--- config.mk ---
export PLATFORM = sky130hd
export DESIGN_NAME = load_store_unit
export DESIGN_NICKNAME = d
export VERILOG_FILES = /design/src/rtl/lsu_pkg.sv /design/src/rtl/lsu_lane_align.sv /design/src/rtl/load_store_unit.sv
export SDC_FILE = /design/constraint.sdc
export NUM_CORES = 1
export LEC_CHECK = 0
export CORE_MARGIN = 10
export CORE_UTILIZATION = 35
export DETAILED_ROUTE_END_ITERATION = 8
export GPL_ROUTABILITY_DRIVEN = 0
export HOLD_SLACK_MARGIN = 0.15
export PLACE_DENSITY = 0.62
export SLEW_MARGIN = 30
export SYNTH_ARGS = -nofsm -noshare
export SYNTH_HDL_FRONTEND = slang
export SYNTH_SLANG_ARGS = --single-unit
--- constraint.sdc ---
create_clock -name clock -period 5.3 [get_ports clock]
set_clock_uncertainty 0.2 [all_clocks]
set_input_delay 0.795 -clock clock [delete_from_list [all_inputs] [get_ports clock]]
set_output_delay 0.795 -clock clock [all_outputs]
set_load 0.01 [all_outputs]
--- src/rtl/lsu_pkg.sv ---
// lsu_pkg: access-size encodings, FSM states and the lane-offset helper shared by the load/store unit.
package lsu_pkg;

    typedef enum logic [1:0] {
        SZ_BYTE = 2'b00,
        SZ_HALF = 2'b01,
        SZ_WORD = 2'b10,
        SZ_RSVD = 2'b11
    } size_e;

    typedef enum logic [2:0] {
        IDLE,
        LOAD,
        WRITE,
        RMW_RD,
        RMW_WR,
        RESP
    } state_e;

    localparam int unsigned LANE_W = 2;

    // Bit position of byte lane 'lane' inside a little-endian word.
    function automatic logic [4:0] lane_offset(input logic [LANE_W-1:0] lane);
        return {lane, 3'b000};
    endfunction

endpackage

--- src/rtl/lsu_lane_align.sv ---
// lsu_lane_align: combinational lane extraction/extension for loads and lane merge for sub-word stores.
module lsu_lane_align
    import lsu_pkg::*;
(
    input  logic [31:0] word_i,
    input  logic [1:0]  lane_i,
    input  size_e       size_i,
    input  logic        unsigned_i,
    input  logic [31:0] wdata_i,
    output logic [31:0] ext_data_o,
    output logic [31:0] new_word_o
);

    logic [31:0] shiftedWord;
    logic [31:0] laneMask;
    logic [31:0] placedMask;
    logic [31:0] placedData;

    always_comb begin
        shiftedWord = word_i >> lane_offset(lane_i);
        ext_data_o  = word_i;
        laneMask    = 32'hFFFF_FFFF;
        case (size_i)
            SZ_BYTE: begin
                ext_data_o = unsigned_i ? {24'h0, shiftedWord[7:0]}
                                        : {{24{shiftedWord[7]}}, shiftedWord[7:0]};
                laneMask   = 32'h0000_00FF;
            end
            SZ_HALF: begin
                ext_data_o = unsigned_i ? {16'h0, shiftedWord[15:0]}
                                        : {{16{shiftedWord[15]}}, shiftedWord[15:0]};
                laneMask   = 32'h0000_FFFF;
            end
            default: begin
                ext_data_o = word_i;
                laneMask   = 32'hFFFF_FFFF;
            end
        endcase
        // Only the addressed lanes take the new data; the rest keep the old word.
        placedMask = laneMask << lane_offset(lane_i);
        placedData = wdata_i << lane_offset(lane_i);
        new_word_o = (word_i & ~placedMask) | (placedData & placedMask);
    end

endmodule

--- src/rtl/load_store_unit.sv ---
// load_store_unit: valid/ready load/store front end for a 128x32 word memory with read-modify-write sub-word stores.
// Define LSU_MISALIGN_CHECK_EN to reject misaligned or reserved-size requests; otherwise they are force-aligned.
module load_store_unit
    import lsu_pkg::*;
#(
    parameter int WADDR_W = 7,
    parameter int DATA_W  = 32
) (
    input  logic               clock,
    input  logic               reset,
    input  logic               req_valid,
    output logic               req_ready,
    input  logic               req_write,
    input  logic [1:0]         req_size,
    input  logic               req_unsigned,
    input  logic [WADDR_W+1:0] req_addr,
    input  logic [DATA_W-1:0]  req_wdata,
    output logic               resp_valid,
    input  logic               resp_ready,
    output logic [DATA_W-1:0]  resp_rdata,
    output logic               resp_error,
    output logic [WADDR_W-1:0] mem_address,
    output logic               mem_read,
    output logic               mem_write,
    output logic [DATA_W-1:0]  mem_wdata,
    input  logic [DATA_W-1:0]  mem_rdata
);

    state_e             state_q;
    size_e              size_q;
    logic [1:0]         lane_q;
    logic               isUnsigned_q;
    logic [DATA_W-1:0]  wdata_q;
    logic               memRead_q;
    logic               memWrite_q;
    logic [WADDR_W-1:0] memAddress_q;
    logic [DATA_W-1:0]  memWdata_q;
    logic               respValid_q;
    logic [DATA_W-1:0]  respRdata_q;

    size_e              reqSize;
    logic [1:0]         reqLane;
    logic [DATA_W-1:0]  extData;
    logic [DATA_W-1:0]  mergedWord;

    // Normalise the request: force-align the lane and treat the reserved size as a word.
    always_comb begin
        reqSize = SZ_BYTE;
        reqLane = req_addr[1:0];
        case (req_size)
            2'b00: begin
                reqSize = SZ_BYTE;
                reqLane = req_addr[1:0];
            end
            2'b01: begin
                reqSize = SZ_HALF;
                reqLane = {req_addr[1], 1'b0};
            end
            default: begin
                reqSize = SZ_WORD;
                reqLane = 2'b00;
            end
        endcase
    end

`ifdef LSU_MISALIGN_CHECK_EN
    logic misalignErr;
    logic respError_q;

    assign misalignErr = ((req_size == SZ_HALF) && req_addr[0])
                      || ((req_size == SZ_WORD) && (req_addr[1:0] != 2'b00))
                      || (req_size == SZ_RSVD);
    assign resp_error  = respError_q;
`else
    assign resp_error  = 1'b0;
`endif

    lsu_lane_align u_lane_align (
        .word_i     (mem_rdata),
        .lane_i     (lane_q),
        .size_i     (size_q),
        .unsigned_i (isUnsigned_q),
        .wdata_i    (wdata_q),
        .ext_data_o (extData),
        .new_word_o (mergedWord)
    );

    // Single registered FSM; every mem_* and resp_* output comes straight from a flop.
    always_ff @(posedge clock or posedge reset) begin
        if (reset) begin
            state_q      <= IDLE;
            size_q       <= SZ_BYTE;
            lane_q       <= 2'b00;
            isUnsigned_q <= 1'b0;
            wdata_q      <= '0;
            memRead_q    <= 1'b0;
            memWrite_q   <= 1'b0;
            memAddress_q <= '0;
            memWdata_q   <= '0;
            respValid_q  <= 1'b0;
            respRdata_q  <= '0;
`ifdef LSU_MISALIGN_CHECK_EN
            respError_q  <= 1'b0;
`endif
        end else begin
            case (state_q)
                IDLE: begin
                    if (req_valid) begin
                        size_q       <= reqSize;
                        lane_q       <= reqLane;
                        isUnsigned_q <= req_unsigned;
                        wdata_q      <= req_wdata;
                        respRdata_q  <= '0;
`ifdef LSU_MISALIGN_CHECK_EN
                        if (misalignErr) begin
                            state_q     <= RESP;
                            respValid_q <= 1'b1;
                            respError_q <= 1'b1;
                        end else
`endif
                        begin
                            memAddress_q <= req_addr[WADDR_W+1:2];
                            if (!req_write) begin
                                state_q   <= LOAD;
                                memRead_q <= 1'b1;
                            end else if (reqSize == SZ_WORD) begin
                                state_q    <= WRITE;
                                memWrite_q <= 1'b1;
                                memWdata_q <= req_wdata;
                            end else begin
                                state_q   <= RMW_RD;
                                memRead_q <= 1'b1;
                            end
                        end
                    end
                end
                LOAD: begin
                    memRead_q   <= 1'b0;
                    respRdata_q <= extData;
                    respValid_q <= 1'b1;
                    state_q     <= RESP;
                end
                WRITE: begin
                    memWrite_q  <= 1'b0;
                    respValid_q <= 1'b1;
                    state_q     <= RESP;
                end
                RMW_RD: begin
                    memRead_q  <= 1'b0;
                    memWrite_q <= 1'b1;
                    memWdata_q <= mergedWord;
                    state_q    <= RMW_WR;
                end
                RMW_WR: begin
                    memWrite_q  <= 1'b0;
                    respValid_q <= 1'b1;
                    state_q     <= RESP;
                end
                RESP: begin
                    if (resp_ready) begin
                        respValid_q <= 1'b0;
                        respRdata_q <= '0;
`ifdef LSU_MISALIGN_CHECK_EN
                        respError_q <= 1'b0;
`endif
                        state_q     <= IDLE;
                    end
                end
                default: begin
                    memRead_q   <= 1'b0;
                    memWrite_q  <= 1'b0;
                    respValid_q <= 1'b0;
                    state_q     <= IDLE;
                end
            endcase
        end
    end

    assign req_ready   = (state_q == IDLE);
    assign resp_valid  = respValid_q;
    assign resp_rdata  = respRdata_q;
    assign mem_address = memAddress_q;
    assign mem_read    = memRead_q;
    assign mem_write   = memWrite_q;
    assign mem_wdata   = memWdata_q;

endmodule
* After elaboration in Yosys (flattened, before gate mapping)
Index checks and enable logic that the tools add are counted.
Cells by class: bitwise operators 7, reductions and logical operators 16, mux-type cells 28, equal/unequal tests 13, shift-type cells 3
Operators with widths (count):
- $mux 32 | 7
- $pmux 32 s2 | 3
- $pmux 32 s3 | 1
- $and 32x32->32 | 2
- $shl 32x5->32 | 2
- $not 32->32 | 1
- $or 32x32->32 | 1
- $shr 32x5->16 | 1
- $pmux 3 s4 | 1
- $mux 1 | 8
- $pmux 2 s2 | 2
- $reduce_and 4->1 | 2
- $eq 3x2->1 const B | 2
- $eq 3x3->1 const B | 2
- $mux 3 | 2
- $pmux 1 s3 | 2
- $reduce_and 2->1 | 3
- $reduce_and 3->1 | 2
- $reduce_or 3->1 | 2
- $eq 2x1->1 const B | 2
- $logic_not 2->1 | 2
- $ne 2x1->1 const B | 2
- $ne 2x2->1 const B | 2
- $reduce_or 2->1 | 2
- other kinds (9) | 11
Storage, ports and cells: output and inout bits 76, register bits after elaboration 114, logic and storage cells 78, bits of input ports 81

* Logic depth before layout (Yosys ltp)
word-level depth 7, depth in mapped cells 7

* Modules after synthesis
A second synthesis with hierarchy kept.
Unflattened totals: cell total of the unflattened synthesis 549, area, all modules 6487.5 µm²
By module, submodules not included:
- load_store_unit | area each 4842.1 µm², sequential area each 2852.7 µm², cells each 314, times used 1
- lsu_lane_align | area each 1645.3 µm², sequential area each 0.0 µm², cells each 235, times used 1

* Worst setup path after synthesis
Ideal clock, no wire load.
path kind input to register, start input mem_rdata[31], end register respRdata_q[16], in the netlist resp_rdata[16], stages 5, arrival 1.936 ns, buffers on the path 1, data required time 4.973 ns, path slack 3.038 ns, cell sequence mux2_2 > a221oi_2 > nor3_4 > buf_6 > a221o_2
On the way: word-level cells in the longest chain between the ends 4, elaborated cells on any way between the ends 5, those cells by class shift (1); mux (4)
RTL lines:
- from (decl) | line load_store_unit.sv:26 | input logic [DATA_W-1:0] mem_rdata
- $shr 32x5->16 * | line lsu_lane_align.sv:20 | shiftedWord = word_i >> lane_offset(lane_i);
- $mux 32, on equally long branches | line lsu_lane_align.sv:30, lsu_lane_align.sv:25
- $pmux 32 s2 * | line lsu_lane_align.sv:23 | case (size_i)
- $pmux 32 s3 * | line load_store_unit.sv:106 | case (state_q)
- to (signal assigned) | line load_store_unit.sv:139 | respRdata_q <= extData;
- to (decl) | line load_store_unit.sv:39 | logic [DATA_W-1:0] respRdata_q;
Every way passes the cells marked *; elsewhere a longest branch is shown, timed or not. A chain may end at the register's enable or synchronous reset.

* Worst setup path after layout
start register state_q[0], end output req_ready
On the way: word-level cells in the longest chain between the ends 1
RTL lines:
- from (decl) | line load_store_unit.sv:29 | state_e state_q;
- from (signal assigned) | line load_store_unit.sv:91 | state_q <= IDLE;
- from (signal assigned) | line load_store_unit.sv:124 | state_q <= LOAD;
- from (signal assigned) | line load_store_unit.sv:127 | state_q <= WRITE;
- $logic_not 3->1 | line load_store_unit.sv:179 | assign req_ready = (state_q == IDLE);
- to (decl) | line load_store_unit.sv:12 | output logic req_ready,
No other way between the ends.

==> results_dict.tcl <==
set metrics [dict create \
    start_util_pct 35.71 \
    path_clk_slew_ns 0.05 \
    layout.nets 822 \
    synth.most_common_cell "nand2_1" \
    p_int_mw 3.040 \
    hold_slack_ns 0.2652 \
    numPortBuffers 155 \
    cts_max_path_buffers 2 \
    p_leak_nw 3.569 \
    setup_viol 0 \
    antenna_found_initial 1 \
    netlist_area_um2 5922 \
    totalNegativeSetupSlack_ns 0 \
    area_growth_pct 39.34 \
    final_antenna_net_count 0 \
    hold_class "reg2reg" \
    path_max_fanout 12 \
    synth_top_area_share_pct 48.17 \
    rsz0062_at_grt "no" \
    cts.sinks 114 \
    maxSlewHeadroom_pct 33.71 \
    max_cap_violations 0 \
    sequentialPowerShare_pct 33.0 \
    vias 5295 \
    min_period_over_period_pct 60.57 \
    drt_iter0_drc 618 \
    pin_count 157 \
    grt_overflow_total 0 \
    seq_area_frac_synth_pct 48.17 \
    fmax_ghz 0.3115 \
    drive_above_1_share_pct 11.41 \
    antenna_cells 0 \
    drt-total-wl_um 20350 \
    synth_async_sr_flop_share_pct 100.0 \
    end_kind "output pin" \
    fill_cells 1503 \
    cpPeakStageDelay_ns 0.67 \
    grt_pass1_vias 5483 \
    synth_cells 602 \
    finalPower_mw 4.746 \
    hold_viol 0 \
    yosysUniqueCellTypes 48 \
    root_buffer "clkbuf_16" \
    cts_resized 0 \
    global_route.usage.total_pct 18.09 \
    postSynthRegisterBits 114 \
    finish.utilization_pct 49.76 \
    core-area_um2 16580 \
    critPathTopFamily "buffers and inverters" \
    synth_edf_count 0 \
    synth.avg_cell_area_um2 9.837 \
    fp.dieH_um 150.1 \
    worst-endpoint-required_ns 4.30 \
    dp_hpwl_um 14500 \
    startpoint_type "register" \
    critical_path_class "reg2out" \
    swShare_pct 35.94 \
    grt_max_degree 86 \
    synth_ff_type "dfrtp_1" \
    drcViolationCount 0 \
    cts_hold_buf 0 \
    ys_warn_count 0 \
    crit_chain "nor3_1 > clkdlybuf4s50_1" \
    fin_crit_ns 3.210 \
    cpMaxStageDelayCell "clkdlybuf4s50_1" \
    drt-wirelength-per-cell_um 20.89 \
    power_frac_comb_pct 41.8 \
    worst_slew_pin_slew_ns 0.9943 \
    post-cts-setup-buffers 0 \
    cts_tree "done" \
    die_w_um 150.1 \
    drt_pre_antenna_iters 8 \
    h-tree-depth 4 \
    ys_top_cells_by_area "dfrtp_1, mux2i_1, nand2_1, mux2_2, a221o_2" \
    p_switching_mw 1.706 \
    slew_violations 0 \
    vias_per_cell 5.436 \
    grt_pass1_wl_um 31640 \
    synth_common_cells "nand2_1, dfrtp_1, mux2i_1, clkbuf_1, a21oi_1" \
    p_clk_share_pct 25.2 \
    cp_num_buf_inv 1 \
    rows 47 \
    die_area_um2 22520 \
    p_per_area_nw_per_um2 575.1 \
    arrival_ns 2.22 \
    synth_top_cell_by_area "dfrtp_1" \
    numCtsBuffers 17 \
    ir_worst_vdd_uv 296.1 \
    status "finished, final reports clean" \
    synth_nets 683 \
    clk_latency_ns 0.43 \
]
[logic make-up after synthesis]
group | Yosys count | synth area share (%)
and+or+nand+nor | 221 | 16.54
AOI/OAI and AO/OA | 131 | 16.69
other | 1 | 0.06332
muxes | 83 | 14.43
DFF | 114 | 48.17
buffers and inverters | 51 | 3.951
xor gates and xnor gates | 1 | 0.1479
[layout make-up]
class	instances	area [um^2]	share of cell area, %
clock buffer	20	466.7	5.656
clock inverter	12	156.4	1.895
inverter	6	27.53	0.3336
multi-input combinational	437	2843	34.45
sequential	114	2853	34.57
tap	220	275.3	3.336
timing repair buffer	165	1630	19.76
[path summary, 6_finish.rpt]
| path | from | to | slack [ns] | cells past startpoint |
|---|---|---|---|---|
| max | state_q[0]$_DFFE_PP0P_ | req_ready | 2.09 | 2 |
| max in group asynchronous | reset | resp_rdata[17]$_DFFE_PP0P_ | 3.30 | 3 |
| min in group asynchronous | reset | mem_address[1]$_DFFE_PP0P_ | 0.69 | 2 |
| min | wdata_q[31]$_DFFE_PP0P_ | wdata_q[31]$_DFFE_PP0P_ | 0.27 | 2 |
| max reg2reg | lane_q[0]$_DFFE_PP0P_ | resp_rdata[23]$_DFFE_PP0P_ | 2.35 | 5 |
| min reg2reg | wdata_q[31]$_DFFE_PP0P_ | wdata_q[31]$_DFFE_PP0P_ | 0.27 | 2 |
[metal layers]
layer	GRT usage, %	vias up	share of wire [%]
li1	-	2435	-
met1	22.69	2571	42
met2	28.12	254	46
met3	6.643	33	10
met4	6.220	2	1.9
met5	0	-	0.034
[tightest hold or removal path, stage by stage, from the launching register on]
cell     delay [ns]
dfrtp_1        0.33
nand2_1        0.05
nand2_1        0.05
[metrics by stage]
| stage | cells | setup WS [ns] | area [um^2] |
|---|---|---|---|
| 5_1_grt | 974 | 2.025 | 8252 |
| 3_5_place_dp | 942 | 2.194 | 7629 |
| 3_3_place_gp | 941 | 2.163 | 7615 |
| 2_1_floorplan | 602 | 1.289 | 5922 |
| 4_1_cts | 974 | 2.103 | 8252 |
| 6_report | 974 | 2.090 | 8252 |
[state kept, by name, summed over array words and instances (netlist names)]
register and count:
isUnsigned_q 1, wdata_q 32, mem_read 1, lane_q 2, size_q 2, mem_address 7, state_q 3, mem_wdata 32
resp_rdata 32, mem_write 1, resp_valid 1
[cell usage in the layout (no fill, tap or decap), types with 18 or more instances in the layout]
master	n
nand2_1	156
clkdlybuf4s50_1	155
mux2_2	19
o21ai_0	18
a21oi_1	20
mux2i_1	64
dfrtp_1	114
nor2_1	18
[power groups by stage]
stage	registers (mW)	logic (mW)	clock network [mW]
floorplan	1.54	1.12	0
global placement	1.55	1.94	0
detailed placement	1.56	1.99	0
CTS	1.56	2.00	1.21
global route	1.61	2.17	1.25
finish	1.56	1.98	1.20
Note: power is estimated with default switching activity, not from simulation.
